==> config.mk <==
export PLATFORM = sky130hd
export DESIGN_NAME = gpr_wr_arb
export DESIGN_NICKNAME = d
export VERILOG_FILES = /design/src/rtl/gpr_wr_arb_pkg.sv /design/src/rtl/gpr_wr_arb_starve_ctr.sv /design/src/rtl/gpr_wr_arb.sv
export SDC_FILE = /design/constraint.sdc
export NUM_CORES = 1
export LEC_CHECK = 0
export ABC_AREA = 1
export CAP_MARGIN = 20
export CELL_PAD_IN_SITES_DETAIL_PLACEMENT = 0
export CELL_PAD_IN_SITES_GLOBAL_PLACEMENT = 1
export CORE_ASPECT_RATIO = 1.25
export CORE_MARGIN = 3
export CORE_UTILIZATION = 16
export DETAILED_ROUTE_END_ITERATION = 6
export GPL_TIMING_DRIVEN = 0
export HOLD_SLACK_MARGIN = 0.03
export PLACE_DENSITY = 0.93
export SYNTH_ARGS = -nofsm -noshare
export SYNTH_HDL_FRONTEND = slang
export SYNTH_SLANG_ARGS = --single-unit
export TNS_END_PERCENT = 20
==> constraint.sdc <==
create_clock -name clk -period 4.81 [get_ports clk]
set_input_delay 0.962 -clock clk [delete_from_list [all_inputs] [get_ports clk]]
set_output_delay 0.962 -clock clk [all_outputs]
set_load 0.02 [all_outputs]
==> src/rtl/gpr_wr_arb_pkg.sv <==
// Shared definitions for the GPR write-port arbiter: grant encodings,
// default port widths and the round-robin pick helper.
package gpr_wr_arb_pkg;

   // Default register-file address and data widths.
   localparam int unsigned RegAddrBus = 5;
   localparam int unsigned RegBus     = 32;

   // Grant encodings, also the values driven on grant_o.
   typedef enum logic [1:0] {
      GNT_NONE = 2'd0,
      GNT_EX   = 2'd1,
      GNT_DIV  = 2'd2,
      GNT_DBG  = 2'd3
   } gnt_e;

   // Resolve between the two low-priority requesters. When both are asking,
   // prefer_dbg (the round-robin pointer) decides who wins.
   function automatic gnt_e pick_low(input logic div_req,
                                     input logic dbg_req,
                                     input logic prefer_dbg);
      gnt_e res;
      if (div_req && dbg_req) begin
         res = prefer_dbg ? GNT_DBG : GNT_DIV;
      end else if (div_req) begin
         res = GNT_DIV;
      end else if (dbg_req) begin
         res = GNT_DBG;
      end else begin
         res = GNT_NONE;
      end
      return res;
   endfunction

endpackage

==> src/rtl/gpr_wr_arb_starve_ctr.sv <==
// Saturating wait counter for one low-priority write requester. forced_o
// rises once the requester has been passed over MAX consecutive cycles.
module starve_ctr #(
   parameter int unsigned MAX = 4
) (
   input  logic clk,
   input  logic rst_n,
   input  logic inc_i,
   input  logic clr_i,
   output logic forced_o
);

   localparam int unsigned CW = $clog2(MAX + 1);

   logic [CW-1:0] cnt_q;
   logic [CW-1:0] cnt_d;

   // Next count: clear wins over increment, and the count holds at MAX.
   always_comb begin
      cnt_d = cnt_q;
      if (clr_i) begin
         cnt_d = '0;
      end else if (inc_i && (cnt_q != CW'(MAX))) begin
         cnt_d = cnt_q + CW'(1);
      end else begin
         cnt_d = cnt_q;
      end
   end

   // Count register; reset discards any accumulated wait.
   always_ff @(posedge clk or negedge rst_n) begin
      if (!rst_n) begin
         cnt_q <= '0;
      end else begin
         cnt_q <= cnt_d;
      end
   end

   assign forced_o = (cnt_q == CW'(MAX));

endmodule

==> src/rtl/gpr_wr_arb.sv <==
// GPR write-port arbiter: shares the single register-file write port between
// the execute stage (priority), the divider and the debug/bus master, with a
// starvation guard that forces a waiting div/dbg write through.
module gpr_wr_arb
   import gpr_wr_arb_pkg::*;
#(
   parameter int unsigned ADDR_W     = RegAddrBus,
   parameter int unsigned DATA_W     = RegBus,
   parameter int unsigned STARVE_MAX = 4
) (
   input  logic              clk,
   input  logic              rst_n,
   input  logic              ex_we_i,
   input  logic [ADDR_W-1:0] ex_waddr_i,
   input  logic [DATA_W-1:0] ex_wdata_i,
   output logic              ex_stall_o,
   input  logic              div_valid_i,
   output logic              div_ready_o,
   input  logic [ADDR_W-1:0] div_waddr_i,
   input  logic [DATA_W-1:0] div_wdata_i,
   input  logic              dbg_valid_i,
   output logic              dbg_ready_o,
   input  logic [ADDR_W-1:0] dbg_waddr_i,
   input  logic [DATA_W-1:0] dbg_wdata_i,
   output logic              we_o,
   output logic [ADDR_W-1:0] waddr_o,
   output logic [DATA_W-1:0] wdata_o,
   output logic [1:0]        grant_o
);

   gnt_e              gnt_s;
   logic              rr_q;
   logic              rr_d;
   logic              div_sat_s;
   logic              dbg_sat_s;
   logic              div_forced_s;
   logic              dbg_forced_s;
   logic [ADDR_W-1:0] waddr_s;
   logic [DATA_W-1:0] wdata_s;

   // A saturated counter only forces a grant while the request is still up;
   // a withdrawn request clears its counter on the next edge.
   assign div_forced_s = div_valid_i & div_sat_s;
   assign dbg_forced_s = dbg_valid_i & dbg_sat_s;

   // Grant selection: forced div/dbg, then ex, then round-robin div/dbg.
   // Nothing is granted while reset is asserted.
   always_comb begin
      gnt_s = GNT_NONE;
      if (!rst_n) begin
         gnt_s = GNT_NONE;
      end else if (div_forced_s || dbg_forced_s) begin
         gnt_s = pick_low(div_forced_s, dbg_forced_s, rr_q);
      end else if (ex_we_i) begin
         gnt_s = GNT_EX;
      end else begin
         gnt_s = pick_low(div_valid_i, dbg_valid_i, rr_q);
      end
   end

   // Round-robin pointer moves to the other requester after a div/dbg grant.
   always_comb begin
      rr_d = rr_q;
      case (gnt_s)
         GNT_DIV: rr_d = 1'b1;
         GNT_DBG: rr_d = 1'b0;
         default: rr_d = rr_q;
      endcase
   end

   // Pointer register; reset value favours the divider.
   always_ff @(posedge clk or negedge rst_n) begin
      if (!rst_n) begin
         rr_q <= 1'b0;
      end else begin
         rr_q <= rr_d;
      end
   end

   starve_ctr #(.MAX(STARVE_MAX)) u_div_ctr (
      .clk      (clk),
      .rst_n    (rst_n),
      .inc_i    (div_valid_i & (gnt_s != GNT_DIV)),
      .clr_i    (~div_valid_i | (gnt_s == GNT_DIV)),
      .forced_o (div_sat_s)
   );

   starve_ctr #(.MAX(STARVE_MAX)) u_dbg_ctr (
      .clk      (clk),
      .rst_n    (rst_n),
      .inc_i    (dbg_valid_i & (gnt_s != GNT_DBG)),
      .clr_i    (~dbg_valid_i | (gnt_s == GNT_DBG)),
      .forced_o (dbg_sat_s)
   );

   // Write-port mux: steer the granted source, drive zeros when idle.
   always_comb begin
      waddr_s = '0;
      wdata_s = '0;
      case (gnt_s)
         GNT_EX: begin
            waddr_s = ex_waddr_i;
            wdata_s = ex_wdata_i;
         end
         GNT_DIV: begin
            waddr_s = div_waddr_i;
            wdata_s = div_wdata_i;
         end
         GNT_DBG: begin
            waddr_s = dbg_waddr_i;
            wdata_s = dbg_wdata_i;
         end
         default: begin
            waddr_s = '0;
            wdata_s = '0;
         end
      endcase
   end

   // x0 is hardwired: the handshake completes but no write is issued.
   assign we_o        = (gnt_s != GNT_NONE) && (waddr_s != '0);
   assign waddr_o     = waddr_s;
   assign wdata_o     = wdata_s;
   assign grant_o     = gnt_s;
   assign div_ready_o = (gnt_s == GNT_DIV);
   assign dbg_ready_o = (gnt_s == GNT_DBG);
   assign ex_stall_o  = ex_we_i && ((gnt_s == GNT_DIV) || (gnt_s == GNT_DBG));

endmodule
Word-level counts from Yosys, hierarchy flattened
Index checks and enable logic that the tools add are counted.
{"block": "totals", "wordCells": 52, "inputBits": 116, "register_bits": 7}
{"block": "classes", "reduce_logical": 13, "mux": 17, "eq_ne": 9, "add_sub_neg": 2, "n_bitwise": 8}
{"cell": "$pmux 32 s3", "n": 1}
{"cell": "$mux 2", "n": 9}
{"cell": "$pmux 5 s3", "n": 1}
{"cell": "$mux 3", "n": 4}
{"cell": "$reduce_bool 2->1", "n": 4}
{"cell": "$add 3x1->3 const B", "n": 2}
{"cell": "$eq 3x3->1 const B", "n": 2}
{"cell": "$logic_and 1x1->1", "n": 6}
{"cell": "$ne 3x3->1 const B", "n": 2}
{"cell": "$reduce_bool 5->1", "n": 1}
{"cell": "$and 1x1->1", "n": 4}
{"cell": "$eq 2x2->1 const B", "n": 2}
{"cell": "$ne 2x2->1 const B", "n": 2}
{"cell": "$eq 2x1->1 const B", "n": 1}
{"cell": "$logic_or 1x1->1", "n": 2}
{"cell": "$not 1->1", "n": 2}
{"cell": "$or 1x1->1", "n": 2}
{"cell": "$pmux 1 s2", "n": 1}
{"cell": "$mux 1", "n": 1}

Longest topological paths before layout
{"block": "depth", "ltp_word": 12, "depth_mapped": 12, "ltp_nobuf": 12}

Hierarchy
Synthesis repeated with hierarchy kept, for this count alone.
{"block": "hier_totals", "cells_unflattened": 247, "hier_area_um2": 1400.1}
{"module": "gpr_wr_arb", "area_each_um2": 1029.7, "instances": 1, "cells_per_inst": 197}
{"module": "starve_ctr", "area_each_um2": 185.2, "instances": 2, "cells_per_inst": 25}

Worst setup path after synthesis
No wires, ideal clock.
{"block": "synth_path", "kind": "input-to-output", "from": "input port div_valid_i", "to": "output port wdata_o[13]", "setup_slack_ns": 1.656, "path_stages": 9, "required_time_ns": 3.848, "t_arrival_ns": 2.192, "path_cell_list": "nand3_1 -> inv_1 -> a21oi_4 -> nand2_4 -> inv_1 -> nor2_4 -> buf_4 -> nand2_1 -> nand3_1"}
{"block": "synth_between", "elab_chain_len": 7, "word_cells_on_any_way": 15, "cone_classes": "3 x eq/ne; 8 x mux; 1 x bitwise; 3 x reduce/logical"}
{"item": "start: declaration", "line": "gpr_wr_arb.sv:17", "source": "input logic div_valid_i,"}
{"item": "$mux 2 (tied with other cells)", "line": "gpr_wr_arb_pkg.sv:25", "source": "end else if (div_req) begin"}
{"item": "$mux 2 (tied with other cells)", "line": "gpr_wr_arb_pkg.sv:23", "source": "if (div_req && dbg_req) begin"}
{"item": "$mux 2 (on tied branches)", "line": "gpr_wr_arb.sv:54, gpr_wr_arb_pkg.sv:23"}
{"item": "$mux 2 *", "line": "gpr_wr_arb.sv:52", "source": "end else if (div_forced_s || dbg_forced_s) begin"}
{"item": "$mux 2 *", "line": "gpr_wr_arb.sv:50", "source": "if (!rst_n) begin"}
{"item": "net grant_o[0]", "line": "gpr_wr_arb.sv:28", "source": "output logic [1:0] grant_o"}
{"item": "$eq 2x2->1 / $eq 2x1->1 (equally long branches)", "line": "gpr_wr_arb.sv:100", "source": "case (gnt_s)"}
{"item": "$pmux 32 s3 *", "line": "gpr_wr_arb.sv:100"}
{"item": "end: declaration", "line": "gpr_wr_arb.sv:27", "source": "output logic [DATA_W-1:0] wdata_o,"}
The timed path passes the listed nets; every way through them passes the cells marked *.

Final worst setup path
{"block": "layout_path", "from": "input port dbg_valid_i", "to": "output port wdata_o[21]"}
{"block": "layout_between", "elab_chain_len": 8, "word_cells_on_any_way": 17, "cone_classes": "3 x eq/ne; 10 x mux; 1 x bitwise; 3 x reduce/logical"}
{"item": "start: declaration", "line": "gpr_wr_arb.sv:21", "source": "input logic dbg_valid_i,"}
{"item": "$mux 2 / $and 1x1->1 (equally long branches)", "line": "gpr_wr_arb_pkg.sv:27, gpr_wr_arb.sv:44"}
{"item": "$mux 2 (on tied branches)", "line": "gpr_wr_arb_pkg.sv:25, gpr_wr_arb_pkg.sv:27"}
{"item": "$mux 2 (on tied branches)", "line": "gpr_wr_arb_pkg.sv:23, gpr_wr_arb_pkg.sv:25"}
{"item": "$mux 2 (on tied branches)", "line": "gpr_wr_arb.sv:54, gpr_wr_arb_pkg.sv:23"}
{"item": "$mux 2 *", "line": "gpr_wr_arb.sv:52"}
{"item": "$mux 2 *", "line": "gpr_wr_arb.sv:50"}
{"item": "$eq 2x2->1 / $eq 2x1->1 (equally long branches)", "line": "gpr_wr_arb.sv:100"}
{"item": "$pmux 32 s3 *", "line": "gpr_wr_arb.sv:100"}
Mark *: on every way between the ends. The rest lies on a longest branch, timed or not.

==> results_dict.tcl <==
set metrics [dict create \
    status "complete, no violations" \
    fin_nets 507 \
    placedInstanceArea_sq_um 2933 \
    vias_per_cell 4.412 \
    clk-insertion-delay-late_ps 230 \
    cp-startpoint "dbg_valid_i" \
    place_inst 474 \
    ctsHtreeMaxLevel 1 \
    rsz0062_at_grt "no" \
    yosys_warnings 0 \
    dr.pass1.iters 4 \
    syn_inst 224 \
    skew_ps 0.3819 \
    port_buffers 158 \
    path_delay_family "buffers and inverters" \
    powerDensity_nw_per_um2 187.3 \
    cts_max_path_buffers 2 \
    cp_slowest_cell "clkdlybuf4s50_1" \
    synth-seq-area-share_pct 14.17 \
    final_cell_count_no_fill 478 \
    hold_slack_ps 567.4 \
    synth_xor_area_share_pct 2.834 \
    drt-wirelength-per-cell_um 13.41 \
    drt_wl_total_um 6409 \
    power_mw 0.5578 \
    placementRows 35 \
    cp.depth 12 \
    mostFrequentLayoutCells "158 x clkdlybuf4s50_1, 107 x nand2_1, 45 x nand3_1" \
    syn_to_final_growth_pct 140.9 \
    post-cts-setup-buffers 0 \
    hp-class "reg -> reg" \
    place.gp.congestion 0.7994 \
    rr_endpoint "u_div_ctr.cnt_q[1]$_DFFE_PN0P_" \
    syn_nets 344 \
    start_util_pct 16.61 \
    hold_buffers 0 \
    max_stage_delay_ps 620 \
    fp.coreArea_sq_um 7445 \
    fin_area_sq_um 2978 \
    syn_area_sq_um 1236 \
    crit_path_end_kind "output port" \
    die_y_um 104.3 \
    die_w_um 84.62 \
    synthMuxAreaShare_pct 0 \
    cts_num_sinks 7 \
    grt_pass1_vias 2083 \
    antenna_left 0 \
    dr.first_iter.drc_count 83 \
    period_minus_slack_ps 4468 \
    critical_path_class "in -> out" \
    overflow 0 \
    antenna_cells 0 \
    dpl.hpwl_um 5495 \
    worst-r2r-cell-count 12 \
    drive_above_1_share_pct 5.959 \
    mostFrequentLayoutCell "clkdlybuf4s50_1" \
    dieArea_sq_um 8824 \
    critical_path.endpoint "wdata_o[21]" \
    cts_tree "built" \
    crit_chain "clkdlybuf4s50_1, nand3_1, nand2_1, inv_2, nand2_2, nand2_4, inv_1, nor2_4, buf_4, nand2_1, nand3_1, clkdlybuf4s50_1" \
    cts_buffers 3 \
    required_ps 3850 \
    fin_tns_setup_ps 0 \
    track_usage_pct 13.66 \
    synthDistinctLibCells 23 \
    post_cts_resized 0 \
    synth_seq_cells 7 \
    cp_max_fo 10 \
    synth_top_family_by_area "simple AND/OR/NAND/NOR gates" \
    io_pins 159 \
    ir_worst_vdd_v 0.0001461 \
    arrival_ps 3510 \
    p_leak_nw 1.251 \
    max_cap_viol_count 0 \
    critPathLaunchType "input pin" \
    grt_first_pass_wirelength_um 10030 \
    setup_viol 0 \
    hold_viol_final 0 \
    timing.final.crit_share_pct 92.88 \
    fmax_ghz 0.2238 \
    drc 0 \
    cts-root-buf "clkbuf_8" \
    synth_compound_area_share_pct 3.947 \
    cts.clk_slew.worst_paths_ps 40 \
    crit_buf_inv 5 \
    antenna_found_initial 0 \
    drv_slew 0 \
    r2r_setup_slack_ps 2840 \
    syn_avg_cell_area_sq_um 5.519 \
    fill_cells 765 \
    slew_headroom_pct 75.33 \
    reg2reg_from "u_dbg_ctr.cnt_q[0]$_DFFE_PN0P_" \
    synthAdderAreaFrac_pct 4.049 \
    grt_max_degree 11 \
    synthSimpleGateAreaFrac_pct 63.46 \
    num_vias 2109 \
    tightest_slew_ps 368.8 \
]
kinds of logic after synthesis:
group                    count (synthesis)
XOR/XNOR                                 4
buffers and inverters                   25
adder cells (fa/ha/maj)                  4
flip-flops                               7
AND/OR/NAND/NOR                        177
AO/OA/AOI/OAI                            7
per-stage QoR:
stage | worst slack (ps) | utilization (%)
5_1_grt | 114.5 | 40.00
3_3_place_gp | 330.2 | 39.40
3_5_place_dp | 299.2 | 39.40
2_1_floorplan | 1656 | -
6_report | 342.5 | 40.00
4_1_cts | 287.2 | 40.00
cell usage after synthesis:
library cell / n / area [sq um]
nand2_1: 107 / 401.6
nand3_1: 45 / 225.2
inv_1: 12 / 45.04
nand4_1: 10 / 62.56
nor2_1: 8 / 30.03
dfrtp_1: 7 / 175.2
buf_6: 5 / 56.30
ha_1: 4 / 50.05
a21oi_1: 3 / 15.01
buf_2: 3 / 15.01
inv_2: 3 / 11.26
nor2_4: 3 / 33.78
buf_4: 2 / 15.01
xnor2_1: 2 / 17.52
xor2_1: 2 / 17.52
a21oi_4: 1 / 16.27
nand2_2: 1 / 6.260
nand2_4: 1 / 11.26
nor2_2: 1 / 6.260
nor3b_1: 1 / 7.510
o21ai_0: 1 / 5.000
o21ai_1: 1 / 5.000
o31ai_1: 1 / 7.510
metal layers:
| metal | vias to the layer above | global-route usage [%] | share of wire (%) |
|---|---|---|---|
| met4 | 0 | 2.376 | 1.1 |
| met2 | 105 | 26.71 | 53 |
| met1 | 947 | 15.09 | 38 |
| li1 | 1050 | - | - |
| met5 | - | 0 | 0 |
| met3 | 7 | 2.536 | 8.3 |
state kept, by name (all words and copies together) (netlist names):
name / cells
rr_q: 1
u_dbg_ctr.cnt_q: 3
u_div_ctr.cnt_q: 3
worst register-to-register path, stage by stage (launching register included):
cell and delay, ps:
dfrtp_1 340, inv_1 70, ha_1 220, nand3_1 100, nand2_1 110, inv_2 70, nand2_2 130, nand2_4 180
inv_1 110, nor2_4 250, inv_2 80, nand2_1 110, o21ai_1 70
where the power goes:
group          switching [mW]  internal (mW)
Sequential            0.00939         0.0717
Combinational           0.184          0.209
Clock                  0.0270         0.0575
Total                   0.220          0.338
final cells by class:
type / instances / area, sq um / share of cell area [%]
Inverter: 15 / 56.30 / 1.891
Buffer: 10 / 86.33 / 2.899
Sequential cell: 7 / 175.2 / 5.882
Multi-Input combinational cell: 192 / 918.4 / 30.84
Timing Repair Buffer: 158 / 1582 / 53.11
Tap cell: 92 / 115.1 / 3.866
Clock buffer: 4 / 45.04 / 1.513
how the worst min path moves through the flow:
stage	startpoint	to	slack, ps	cells past startpoint
global placement	u_div_ctr.cnt_q[1]$_DFFE_PN0P_	u_div_ctr.cnt_q[1]$_DFFE_PN0P_	540	2
CTS	u_div_ctr.cnt_q[1]$_DFFE_PN0P_	u_div_ctr.cnt_q[1]$_DFFE_PN0P_	570	2
finish	u_div_ctr.cnt_q[1]$_DFFE_PN0P_	u_div_ctr.cnt_q[1]$_DFFE_PN0P_	570	2
detailed placement	u_div_ctr.cnt_q[1]$_DFFE_PN0P_	u_div_ctr.cnt_q[1]$_DFFE_PN0P_	560	2
floorplan	u_div_ctr.cnt_q[1]$_DFFE_PN0P_	u_div_ctr.cnt_q[1]$_DFFE_PN0P_	510	2
global route	u_dbg_ctr.cnt_q[1]$_DFFE_PN0P_	u_dbg_ctr.cnt_q[1]$_DFFE_PN0P_	600	2
(Power assumes the default switching activity.)
